File: config.mk
export PLATFORM = sky130hd
export DESIGN_NAME = csd_conv_arbiter_flat
export DESIGN_NICKNAME = d
export VERILOG_FILES = /design/src/rtl/csd_conv_arbiter_pkg.sv /design/src/rtl/csd_conv_arbiter_if.sv /design/src/rtl/csd_conv_arbiter_rr_pick.sv /design/src/rtl/csd_conv_arbiter.sv /design/src/flat_wrapper.sv
export SDC_FILE = /design/constraint.sdc
export NUM_CORES = 1
export LEC_CHECK = 0
export BUFFER_PORTS_ARGS = -buffer_cell sky130_fd_sc_hd__buf_2
export CAP_MARGIN = 10
export CORE_UTILIZATION = 30
export CTS_CLUSTER_SIZE = 8
export DETAILED_ROUTE_END_ITERATION = 10
export PLACE_DENSITY_LB_ADDON = 0.08
export SLEW_MARGIN = 20
export SYNTH_ARGS = -nofsm -noshare
export SYNTH_HDL_FRONTEND = slang
export SYNTH_SLANG_ARGS = --single-unit
File: constraint.sdc
create_clock -name clk -period 3.8 [get_ports clk]
set_clock_uncertainty 0.2 [all_clocks]
set_input_delay 0.19 -clock clk [delete_from_list [all_inputs] [get_ports clk]]
set_output_delay 0.19 -clock clk [all_outputs]
set_load 0.03 [all_outputs]
File: src/rtl/csd_conv_arbiter_pkg.sv
// Shared types, default parameters and helpers for the CSD conversion arbiter.
package csd_arb_pkg;

    typedef enum logic [2:0] {
        StIdle,
        StLaunch,
        StWait,
        StRead,
        StDrain
    } arb_state_e;

    localparam int unsigned DefNReq     = 4;
    localparam int unsigned DefDataW    = 8;
    localparam int unsigned DefAddrW    = 4;
    localparam int unsigned DefResWords = 9;
    localparam int unsigned DefTimeout  = 255;

    function automatic int unsigned id_w(int unsigned n);
        return (n > 1) ? $clog2(n) : 1;
    endfunction

endpackage

File: src/rtl/csd_conv_arbiter_if.sv
// Requester, response and engine-side signals of the arbiter; master is the arbiter side.
interface csd_conv_arbiter_if #(
    parameter int unsigned N_REQ  = csd_arb_pkg::DefNReq,
    parameter int unsigned DATA_W = csd_arb_pkg::DefDataW,
    parameter int unsigned ADDR_W = csd_arb_pkg::DefAddrW
);
    localparam int unsigned IdW = csd_arb_pkg::id_w(N_REQ);

    logic [N_REQ-1:0]        req;
    logic [N_REQ*DATA_W-1:0] req_data;
    logic [N_REQ-1:0]        grant;
    logic                    busy;
    logic                    eng_start;
    logic [DATA_W-1:0]       eng_din;
    logic                    eng_done;
    logic                    eng_re;
    logic [ADDR_W-1:0]       eng_addr;
    logic [DATA_W-1:0]       eng_dout;
    logic                    rsp_valid;
    logic [DATA_W-1:0]       rsp_data;
    logic [IdW-1:0]          rsp_id;
    logic                    rsp_last;
    logic                    rsp_err;

    modport master (
        input  req, req_data, eng_done, eng_dout,
        output grant, busy, eng_start, eng_din, eng_re, eng_addr,
               rsp_valid, rsp_data, rsp_id, rsp_last, rsp_err
    );

    modport slave (
        output req, req_data, eng_done, eng_dout,
        input  grant, busy, eng_start, eng_din, eng_re, eng_addr,
               rsp_valid, rsp_data, rsp_id, rsp_last, rsp_err
    );

endinterface

File: src/rtl/csd_conv_arbiter_rr_pick.sv
// Combinational round-robin picker: first active request at or after ptr_i wins.
module rr_pick
    import csd_arb_pkg::*;
#(
    parameter int unsigned N_REQ = DefNReq,
    localparam int unsigned IdW  = id_w(N_REQ)
) (
    input  logic [N_REQ-1:0] req_i,
    input  logic [IdW-1:0]   ptr_i,
    output logic [N_REQ-1:0] win_o,
    output logic [IdW-1:0]   idx_o,
    output logic             any_o
);

    logic [IdW-1:0] cand;

    always_comb begin
        win_o = '0;
        idx_o = '0;
        any_o = 1'b0;
        cand  = '0;
        for (int unsigned k = 0; k < N_REQ; k++) begin
            cand = IdW'((32'(ptr_i) + k) % N_REQ);
            if (!any_o && req_i[cand]) begin
                win_o[cand] = 1'b1;
                idx_o       = cand;
                any_o       = 1'b1;
            end
        end
    end

endmodule

File: src/rtl/csd_conv_arbiter.sv
// Shares one CSD/ASD conversion engine among N_REQ requesters: round-robin grant,
// launch, wait for done (with timeout) and stream the result memory back to the winner.
module csd_conv_arbiter
    import csd_arb_pkg::*;
#(
    parameter int unsigned N_REQ     = DefNReq,
    parameter int unsigned DATA_W    = DefDataW,
    parameter int unsigned ADDR_W    = DefAddrW,
    parameter int unsigned RES_WORDS = DefResWords,
    parameter int unsigned TIMEOUT   = DefTimeout
) (
    input logic                clk,
    input logic                reset,
    csd_conv_arbiter_if.master bus
);

    localparam int unsigned IdW  = id_w(N_REQ);
    localparam int unsigned CntW = $clog2(TIMEOUT + 1);
    localparam logic [ADDR_W-1:0] LastAddr = ADDR_W'(RES_WORDS - 1);
    localparam logic [CntW-1:0]   CntMax   = CntW'(TIMEOUT);

    arb_state_e        state_q, state_d;
    logic [N_REQ-1:0]  grant_q, grant_d;
    logic [IdW-1:0]    ptr_q, ptr_d;
    logic [IdW-1:0]    id_q, id_d;
    logic [DATA_W-1:0] din_q, din_d;
    logic              start_q, start_d;
    logic              busy_q, busy_d;
    logic [ADDR_W-1:0] addr_q, addr_d;
    logic [CntW-1:0]   cnt_q, cnt_d;
    logic              rsp_valid_q, rsp_valid_d;
    logic [DATA_W-1:0] rsp_data_q, rsp_data_d;
    logic              rsp_last_q, rsp_last_d;
    logic              rsp_err_q, rsp_err_d;

    logic [N_REQ-1:0]  pick_win;
    logic [IdW-1:0]    pick_idx;
    logic              pick_any;

    rr_pick #(
        .N_REQ(N_REQ)
    ) u_rr_pick (
        .req_i (bus.req),
        .ptr_i (ptr_q),
        .win_o (pick_win),
        .idx_o (pick_idx),
        .any_o (pick_any)
    );

    always_comb begin
        state_d     = state_q;
        grant_d     = grant_q;
        ptr_d       = ptr_q;
        id_d        = id_q;
        din_d       = din_q;
        start_d     = 1'b0;
        addr_d      = addr_q;
        cnt_d       = cnt_q;
        rsp_valid_d = 1'b0;
        rsp_data_d  = '0;
        rsp_last_d  = 1'b0;
        rsp_err_d   = 1'b0;
        unique case (state_q)
            StIdle: begin
                if (pick_any) begin
                    state_d = StLaunch;
                    grant_d = pick_win;
                    id_d    = pick_idx;
                    din_d   = bus.req_data[pick_idx*DATA_W +: DATA_W];
                    start_d = 1'b1;
                    ptr_d   = (pick_idx == IdW'(N_REQ - 1)) ? '0 : pick_idx + IdW'(1);
                end
            end
            StLaunch: begin
                // cnt_q counts cycles elapsed since the eng_start cycle
                cnt_d   = CntW'(1);
                state_d = StWait;
            end
            StWait: begin
                if (bus.eng_done) begin
                    state_d = StRead;
                    addr_d  = '0;
                end else if (cnt_q == CntMax) begin
                    rsp_valid_d = 1'b1;
                    rsp_last_d  = 1'b1;
                    rsp_err_d   = 1'b1;
                    state_d     = StDrain;
                end else begin
                    cnt_d = cnt_q + CntW'(1);
                end
            end
            StRead: begin
                rsp_valid_d = 1'b1;
                rsp_data_d  = bus.eng_dout;
                rsp_last_d  = (addr_q == LastAddr);
                addr_d      = addr_q + ADDR_W'(1);
                if (addr_q == LastAddr) begin
                    state_d = StDrain;
                end
            end
            StDrain: begin
                // Final word is on the response port this cycle; release afterwards
                state_d = StIdle;
                grant_d = '0;
                addr_d  = '0;
            end
            default: state_d = StIdle;
        endcase
        busy_d = (state_d != StIdle);
    end

    always_ff @(posedge clk or posedge reset) begin
        if (reset) begin
            state_q     <= StIdle;
            grant_q     <= '0;
            ptr_q       <= '0;
            id_q        <= '0;
            din_q       <= '0;
            start_q     <= 1'b0;
            busy_q      <= 1'b0;
            addr_q      <= '0;
            cnt_q       <= '0;
            rsp_valid_q <= 1'b0;
            rsp_data_q  <= '0;
            rsp_last_q  <= 1'b0;
            rsp_err_q   <= 1'b0;
        end else begin
            state_q     <= state_d;
            grant_q     <= grant_d;
            ptr_q       <= ptr_d;
            id_q        <= id_d;
            din_q       <= din_d;
            start_q     <= start_d;
            busy_q      <= busy_d;
            addr_q      <= addr_d;
            cnt_q       <= cnt_d;
            rsp_valid_q <= rsp_valid_d;
            rsp_data_q  <= rsp_data_d;
            rsp_last_q  <= rsp_last_d;
            rsp_err_q   <= rsp_err_d;
        end
    end

    assign bus.grant     = grant_q;
    assign bus.busy      = busy_q;
    assign bus.eng_start = start_q;
    assign bus.eng_din   = din_q;
    assign bus.eng_re    = (state_q == StRead);
    assign bus.eng_addr  = (state_q == StRead) ? addr_q : '0;
    assign bus.rsp_valid = rsp_valid_q;
    assign bus.rsp_data  = rsp_data_q;
    assign bus.rsp_id    = id_q;
    assign bus.rsp_last  = rsp_last_q;
    assign bus.rsp_err   = rsp_err_q;

endmodule
File: src/flat_wrapper.sv
// flat-port wrapper written by rule: the top's interface ports become plain ports
module csd_conv_arbiter_flat import csd_arb_pkg::*;
#(
    parameter int unsigned N_REQ     = DefNReq,
    parameter int unsigned DATA_W    = DefDataW,
    parameter int unsigned ADDR_W    = DefAddrW,
    parameter int unsigned RES_WORDS = DefResWords,
    parameter int unsigned TIMEOUT   = DefTimeout
)
  (clk, reset, bus_req, bus_req_data, bus_eng_done, bus_eng_dout, bus_grant, bus_busy, bus_eng_start, bus_eng_din, bus_eng_re, bus_eng_addr, bus_rsp_valid, bus_rsp_data, bus_rsp_id, bus_rsp_last, bus_rsp_err);
  csd_conv_arbiter_if #(.N_REQ(N_REQ), .DATA_W(DATA_W), .ADDR_W(ADDR_W)) bus_i ();
  input logic clk;
  input logic reset;
  input wire logic [$bits(bus_i.req)-1:0] bus_req;
  input wire logic [$bits(bus_i.req_data)-1:0] bus_req_data;
  input wire logic [$bits(bus_i.eng_done)-1:0] bus_eng_done;
  input wire logic [$bits(bus_i.eng_dout)-1:0] bus_eng_dout;
  output wire logic [$bits(bus_i.grant)-1:0] bus_grant;
  output wire logic [$bits(bus_i.busy)-1:0] bus_busy;
  output wire logic [$bits(bus_i.eng_start)-1:0] bus_eng_start;
  output wire logic [$bits(bus_i.eng_din)-1:0] bus_eng_din;
  output wire logic [$bits(bus_i.eng_re)-1:0] bus_eng_re;
  output wire logic [$bits(bus_i.eng_addr)-1:0] bus_eng_addr;
  output wire logic [$bits(bus_i.rsp_valid)-1:0] bus_rsp_valid;
  output wire logic [$bits(bus_i.rsp_data)-1:0] bus_rsp_data;
  output wire logic [$bits(bus_i.rsp_id)-1:0] bus_rsp_id;
  output wire logic [$bits(bus_i.rsp_last)-1:0] bus_rsp_last;
  output wire logic [$bits(bus_i.rsp_err)-1:0] bus_rsp_err;
  assign bus_i.req = bus_req;
  assign bus_i.req_data = bus_req_data;
  assign bus_i.eng_done = bus_eng_done;
  assign bus_i.eng_dout = bus_eng_dout;
  assign bus_grant = bus_i.grant;
  assign bus_busy = bus_i.busy;
  assign bus_eng_start = bus_i.eng_start;
  assign bus_eng_din = bus_i.eng_din;
  assign bus_eng_re = bus_i.eng_re;
  assign bus_eng_addr = bus_i.eng_addr;
  assign bus_rsp_valid = bus_i.rsp_valid;
  assign bus_rsp_data = bus_i.rsp_data;
  assign bus_rsp_id = bus_i.rsp_id;
  assign bus_rsp_last = bus_i.rsp_last;
  assign bus_rsp_err = bus_i.rsp_err;
  csd_conv_arbiter #(.N_REQ(N_REQ), .DATA_W(DATA_W), .ADDR_W(ADDR_W), .RES_WORDS(RES_WORDS), .TIMEOUT(TIMEOUT)) u_core (.clk(clk), .reset(reset), .bus(bus_i));
endmodule
==> results by group, run 1 <==
GRT
  – First-pass GRT wire length: 10.2 mm
  – Vias in the first global route: 2,128
  – Overflow after GRT: 0
  – GR Util All Layers: 0.151
  – Largest net degree at the start of global routing: 45
  – Initial antenna violation count: 0

Synthesis
  – Most common cell in the synthesized netlist: dfrtp_1
  – Net Count, Synth: 314
  – Sequential share of the synthesized area: 0.438
  – Synth warn: 0
  – Mapped Cells: 256
  – Synth Flop Type: dfrtp_1
  – Largest area contributor in the netlist: dfrtp_1
  – Netlist cell types: 48
  – Synthesized cell area: 0.00251 sq mm
  – Top cells by instance count after synthesis: dfrtp_1, nand2_1, nor2_1
  – Yosys reg bits: 44
  – Share of the synthesized area in the top cell type: 0.438
  – Area contributors post-synth: dfrtp_1, mux2i_1, ha_1
  – Post-synth EDFFs: 0
  – Ys async rst share: 1.00
  – Syn Area/Cell: 9.82 sq um

Floorplan
  – Die W: 93.5 microns
  – FP Rows: 33
  – Initial Util: 0.307
  – Num ports: 79
  – DIE AREA: 0.00875 sq mm
  – CORE AREA: 0.00818 sq mm
  – Die H: 93.5 microns

Routing
  – Post-detailed-route via-to-cell ratio: 4.88
  – Avg WL per Cell: 14.0 microns
  – Via count: 2,198
  – DRT Pass-1 Iters: 5
  – Total wire length: 6.30 mm
  – Antenna Nets Post-Route: 0
  – DR iter-0 viols: 80
  – DRC Markers: 0

Timing
  – Fin Setup TNS: 0 ns
  – Final worst path period share: 0.904
  – Final setup fails: 0
  – Final Hold Fails: 0
  – Final number of max-transition violations: 0
  – Unrepaired setup endpoints after global routing: no
  – Worst-Margin Slew: 0.922 ns
  – Slew HR: 0.384
  – Crit path time final: 3.44 ns
  – Max frequency: 0.291 GHz

Flow run
  – Max-cap violations: 0

Place
  – Placed Area: 0.00301 sq mm
  – Port Buffers: 78
  – HPWL Detailed: 4.56 mm
  – Routability cong.: 0.789

Critical path
  – CP Capture Type: flip-flop
  – Required time of the critical path: 3.77 ns
  – CP Launch Type: flip-flop
  – Reg2reg end: u_core.bus.eng_din[1]
  – R2R depth: 9
  – Worst reg-to-reg setup slack: 0.36 ns
  – Kind of critical path: flip-flop to flip-flop
  – Launching point of the worst reg2reg path: u_core.ptr_q[1]
  – Worst Path Max Fanout: 10
  – Arrival time worst endpoint: 3.40 ns

Cells and area
  – Nets: 402
  – Area growth syn-to-layout: 27.7%
  – Filler cells: 846
  – Share of cells above drive strength 1: 0.293
  – Ant. Diodes: 0
  – Finished Cell Area: 0.00321 sq mm

Clocking
  – Clock transition at path regs: 0.08 ns
  – CTS tree: yes
  – Clock Tree Root: clkbuf_8
  – Clk_lat worst skew: 0.30 ns
  – Num CTS Buffers: 5
  – # Post-CTS Setup Buffers: 0
  – Clk buf depth: 2
  – Clk sink count: 44
  – Number of H-tree levels: 2

Worst hold path
  – Hold_sp: bus_req_data[22]
  – WHS Path Cells: 3
  – Hold Crit Class: input port to flip-flop
  – Hold Path End: u_core.bus.eng_din[6]

Pwr
  – Max VDD drop: 338 uV
  – Pwr Density: 828 mW/mm^2
  – Power consumption: 2660 uW
  – Pleak: 0.00157 uW

Outcome
  – Status: complete, no violations
-- routing by layer --
| metal | GRT usage | vias up | part of all wire |
|---|---|---|---|
| met5 | 0 | - | 0 |
| met4 | 0.0423 | 0 | 0.010 |
| met3 | 0.0366 | 6 | 0.042 |
| met2 | 0.253 | 37 | 0.51 |
| met1 | 0.193 | 1066 | 0.44 |
| li1 | - | 1089 | - |
-- cell families after synthesis --
family | share of synthesized area
XOR/XNOR | 0.0174
AO/OA/AOI/OAI | 0.164
adder cells (fa/ha/maj) | 0.0548
buffers and inverters | 0.0443
multiplexers | 0.111
AND/OR/NAND/NOR | 0.171
flip-flops | 0.438
-- worst max path at each step --
stage          cells past startpoint                     to             from
6_report                           9  u_core.bus.eng_din[1]  u_core.ptr_q[1]
5_1_grt                            9  u_core.bus.eng_din[1]  u_core.ptr_q[1]
4_1_cts                            9  u_core.bus.eng_din[1]  u_core.ptr_q[1]
3_5_place_dp                       9  u_core.bus.eng_din[0]  u_core.ptr_q[1]
3_3_place_gp                       9  u_core.bus.eng_din[7]  u_core.ptr_q[1]
2_1_floorplan                     13        u_core.ptr_q[1]  u_core.ptr_q[0]
-- area by class of cell --
type	count	area, sq um	area share
Sequential cell	44	1100	0.343
Multi-Input combinational cell	187	1310	0.406
Clock buffer	8	90.1	0.0281
Inverter	12	45.0	0.0140
Timing Repair Buffer	94	538	0.168
Tap cell	105	131	0.0409
-- where the power goes --
group	total [uW]	internal [uW]	switching, uW
clock network	308	149	159
registers	767	632	134
logic	1580	622	961
-- state kept, by name, summed over array words and instances (netlist names) --
register,flops
u_core.addr_q,4
u_core.state_q,3
u_core.bus.busy,1
u_core.bus.rsp_id,2
u_core.ptr_q,2
u_core.bus.rsp_data,8
u_core.bus.rsp_last,1
u_core.bus.rsp_err,1
u_core.bus.grant,4
u_core.cnt_q,8
u_core.bus.rsp_valid,1
u_core.bus.eng_start,1
u_core.bus.eng_din,8
-- stage by stage --
stage	std cells	setup slack (ns)	utilization	hold WS [ns]
after global placement	431	0.417	0.368	0.198
final	450	0.364	0.393	0.00991
after CTS	450	0.216	0.392	0.000601
after floorplan	256	0.232	-	0.119
after detailed placement	431	0.276	0.368	0.198
after global routing	450	0.133	0.393	0.00364
-- timing repair --
item,4_1_cts,5_1_grt
gates resized for setup,0,1
hold buffers,11,0
endpoints found under the hold margin,53,0
setup endpoints to repair,0,7
-- layout by cell type (no fill, tap or decap), types with 2 or more instances in the layout --
cell type,synthesis,routed
a22oi_1,6,6
and2_1,11,11
nor3_1,6,6
a22o_1,4,4
nand2b_1,2,2
o211ai_1,2,2
dfrtp_1,44,44
dlygate4sd3_1,0,11
nor3b_1,3,3
buf_4,1,5
nor2_1,22,22
o22ai_1,2,2
mux2i_1,21,21
inv_2,1,2
inv_1,11,10
nand2_1,27,27
clkbuf_8,0,6
nand3b_1,2,2
ha_1,11,11
a21oi_1,7,7
o221ai_1,7,7
nand4_1,2,2
a21bo_2,2,2
nand3_1,6,6
a221oi_1,4,4
mux4_2,3,3
clkbuf_1,5,2
o21ai_0,15,15
xnor2_1,4,4
buf_2,5,78
-- worst max-delay path, stage by stage, from the launching register on --
cell      delay, ns
dfrtp_1        0.56
inv_1          0.20
ha_1           0.48
mux4_2         0.62
or2_4          0.28
nor3_1         0.23
or4_4          0.24
inv_2          0.09
nand2_1        0.24
o221ai_1       0.15
(Power assumes the default switching activity.)
==> inputs of run 2 (changes only) <==
Settings changed: REMOVE_ABC_BUFFERS set to 1.
Clock period 3.8 ns to 3.7 ns, I/O delays scaled along.
==> run 2 against run 1 <==
- cell count decreased by 1.1%
- critical endpoint is now u_core.bus.eng_din[0]
- total power increased by 2.1%
- fmax increased by 0.36%
- critical path depth decreased by 2
- first-iteration DRC count decreased by 14%
- cell area decreased by 0.74%
==> results by group, run 2 (synthesized netlist as in run 1, its figures left out) <==
Timing
  – Fin Setup TNS: 0 ns
  – Worst-Margin Slew: 0.929 ns
  – Max frequency: 0.292 GHz
  – Final number of max-transition violations: 0
  – Final Worst Setup Slack: 0.276 ns
  – Final worst path period share: 0.925
  – Final Hold Fails: 0
  – Crit path time final: 3.42 ns
  – Slew HR: 0.380
  – Final setup fails: 0
  – Unrepaired setup endpoints after global routing: no

Place
  – Post-Place Cells: 429
  – Routability cong.: 0.784
  – Pre-CTS setup slack: 0.209 ns
  – Port Buffers: 78
  – HPWL Detailed: 4.24 mm

Floorplan
  – FP Rows: 33
  – Initial Util: 0.307
  – Num ports: 79
  – CORE AREA: 0.00818 sq mm
  – Die W: 93.5 microns
  – DIE AREA: 0.00875 sq mm
  – Die H: 93.5 microns

Critical path
  – Worst path bufs/invs: 1
  – CP Launch Type: flip-flop
  – Launching point of the worst reg2reg path: u_core.ptr_q[1]
  – Worst Path Max Fanout: 10
  – Crit path largest cell delay: 0.62 ns
  – Crit-path slowest cell: mux4_2
  – Worst reg-to-reg setup slack: 0.28 ns
  – Critical path origin: u_core.ptr_q[1]
  – Top delay family on crit path: compound AO/OA/AOI/OAI gates
  – CP Capture Type: flip-flop
  – Arrival time worst endpoint: 3.43 ns
  – Kind of critical path: flip-flop to flip-flop
  – Required time of the critical path: 3.70 ns
  – Worst path cell trace: inv_1 -> ha_1 -> mux4_2 -> or2_4 -> o311ai_2 -> nand2_1 -> o221ai_1

Routing
  – DR iter-0 viols: 69
  – Antenna Nets Post-Route: 0
  – DRC Markers: 0
  – DRT Pass-1 Iters: 6
  – Via count: 2,118
  – Total wire length: 5.74 mm
  – Post-detailed-route via-to-cell ratio: 4.76
  – Avg WL per Cell: 12.9 microns

Pwr
  – Pwr Density: 852 mW/mm^2
  – Max VDD drop: 345 uV
  – Pleak: 0.00156 uW

GRT
  – Vias in the first global route: 1,993
  – Overflow after GRT: 0
  – Initial antenna violation count: 0
  – First-pass GRT wire length: 9.43 mm
  – GR Util All Layers: 0.137
  – Largest net degree at the start of global routing: 45

Outcome
  – Status: complete, no violations

Clocking
  – Clock transition at path regs: 0.08 ns
  – Clk sink count: 44
  – Clk_lat worst skew: 0.29 ns
  – CTS tree: yes
  – Number of H-tree levels: 2
  – # Post-CTS Setup Buffers: 0
  – Clk buf depth: 2
  – Clock Tree Root: clkbuf_8
  – Num CTS Buffers: 5

Cells and area
  – Area growth syn-to-layout: 26.8%
  – Commonest non-fill, non-tap cells in the layout: buf_2, dfrtp_1, nand2_1
  – Post-route insts no fill: 445
  – Most common cell after layout, fill and taps aside: buf_2
  – Nets: 398
  – Share of cells above drive strength 1: 0.294
  – Ant. Diodes: 0

Worst hold path
  – Hold_sp: bus_req_data[23]
  – Hold Crit Class: input port to flip-flop

Flow run
  – Max-cap violations: 0
## run 2: changes by cell type in the layout (fill, tap and decap cells not counted), sizes merged
cell         before  now
buf              83   81
dlygate4sd3      11    9
clkbuf            8    7
## run 2: layer usage
layer	wire, microns	GRT usage	vias up
li1	-	-	1084
met4	45	0.0385	0
met2	2650	0.225	60
met3	328	0.0317	4
met1	2710	0.179	970
met5	0	0	-
## run 2: timing repair
action                                  4_1_cts  5_1_grt
endpoints found under the hold margin        52        0
hold buffers                                  9        0
endpoints found under the setup margin        0        8
gates resized for setup                       0        2
## run 2: power breakdown
part / leakage, uW / total, uW / internal [uW] / switching, uW
logic: 0.000949 / 1610 / 625 / 983
clock network: 0.0000503 / 326 / 166 / 160
registers: 0.000561 / 780 / 649 / 131
## run 2: area by class of cell
class | instances | area [sq um]
clock buffer | 7 | 96.3
fill | 833 | 4990
inverter | 12 | 45.0
multi-input combinational | 187 | 1310
sequential | 44 | 1100
tap | 105 | 131
timing repair buffer | 90 | 503
## run 2: worst paths after layout
check / depth (start not counted) / endpoint
max: 7 / u_core.bus.eng_din[0]
min: 3 / u_core.bus.eng_din[7]
max reg2reg: 7 / u_core.bus.eng_din[0]
min reg2reg: 2 / u_core.bus.rsp_id[1]
max in group asynchronous: 3 / u_core.bus.eng_din[3]
min in group asynchronous: 3 / u_core.bus.eng_din[6]
## run 2: metrics by stage
stage | utilization | hold WS [ns] | cell area (sq um) | total power, uW
2_1_floorplan | - | 0.114 | 2450 | 1970
3_3_place_gp | 0.366 | 0.191 | 2990 | 2410
3_5_place_dp | 0.366 | 0.195 | 2990 | 2400
4_1_cts | 0.389 | 0.0110 | 3180 | 2740
5_1_grt | 0.390 | 0.0136 | 3190 | 2950
6_report | 0.390 | 0.0155 | 3190 | 2710
## run 2: tightest hold or removal path, stage by stage
cell,delay (ns)
buf_2,0.07
mux2i_1,0.06
o221ai_1,0.16
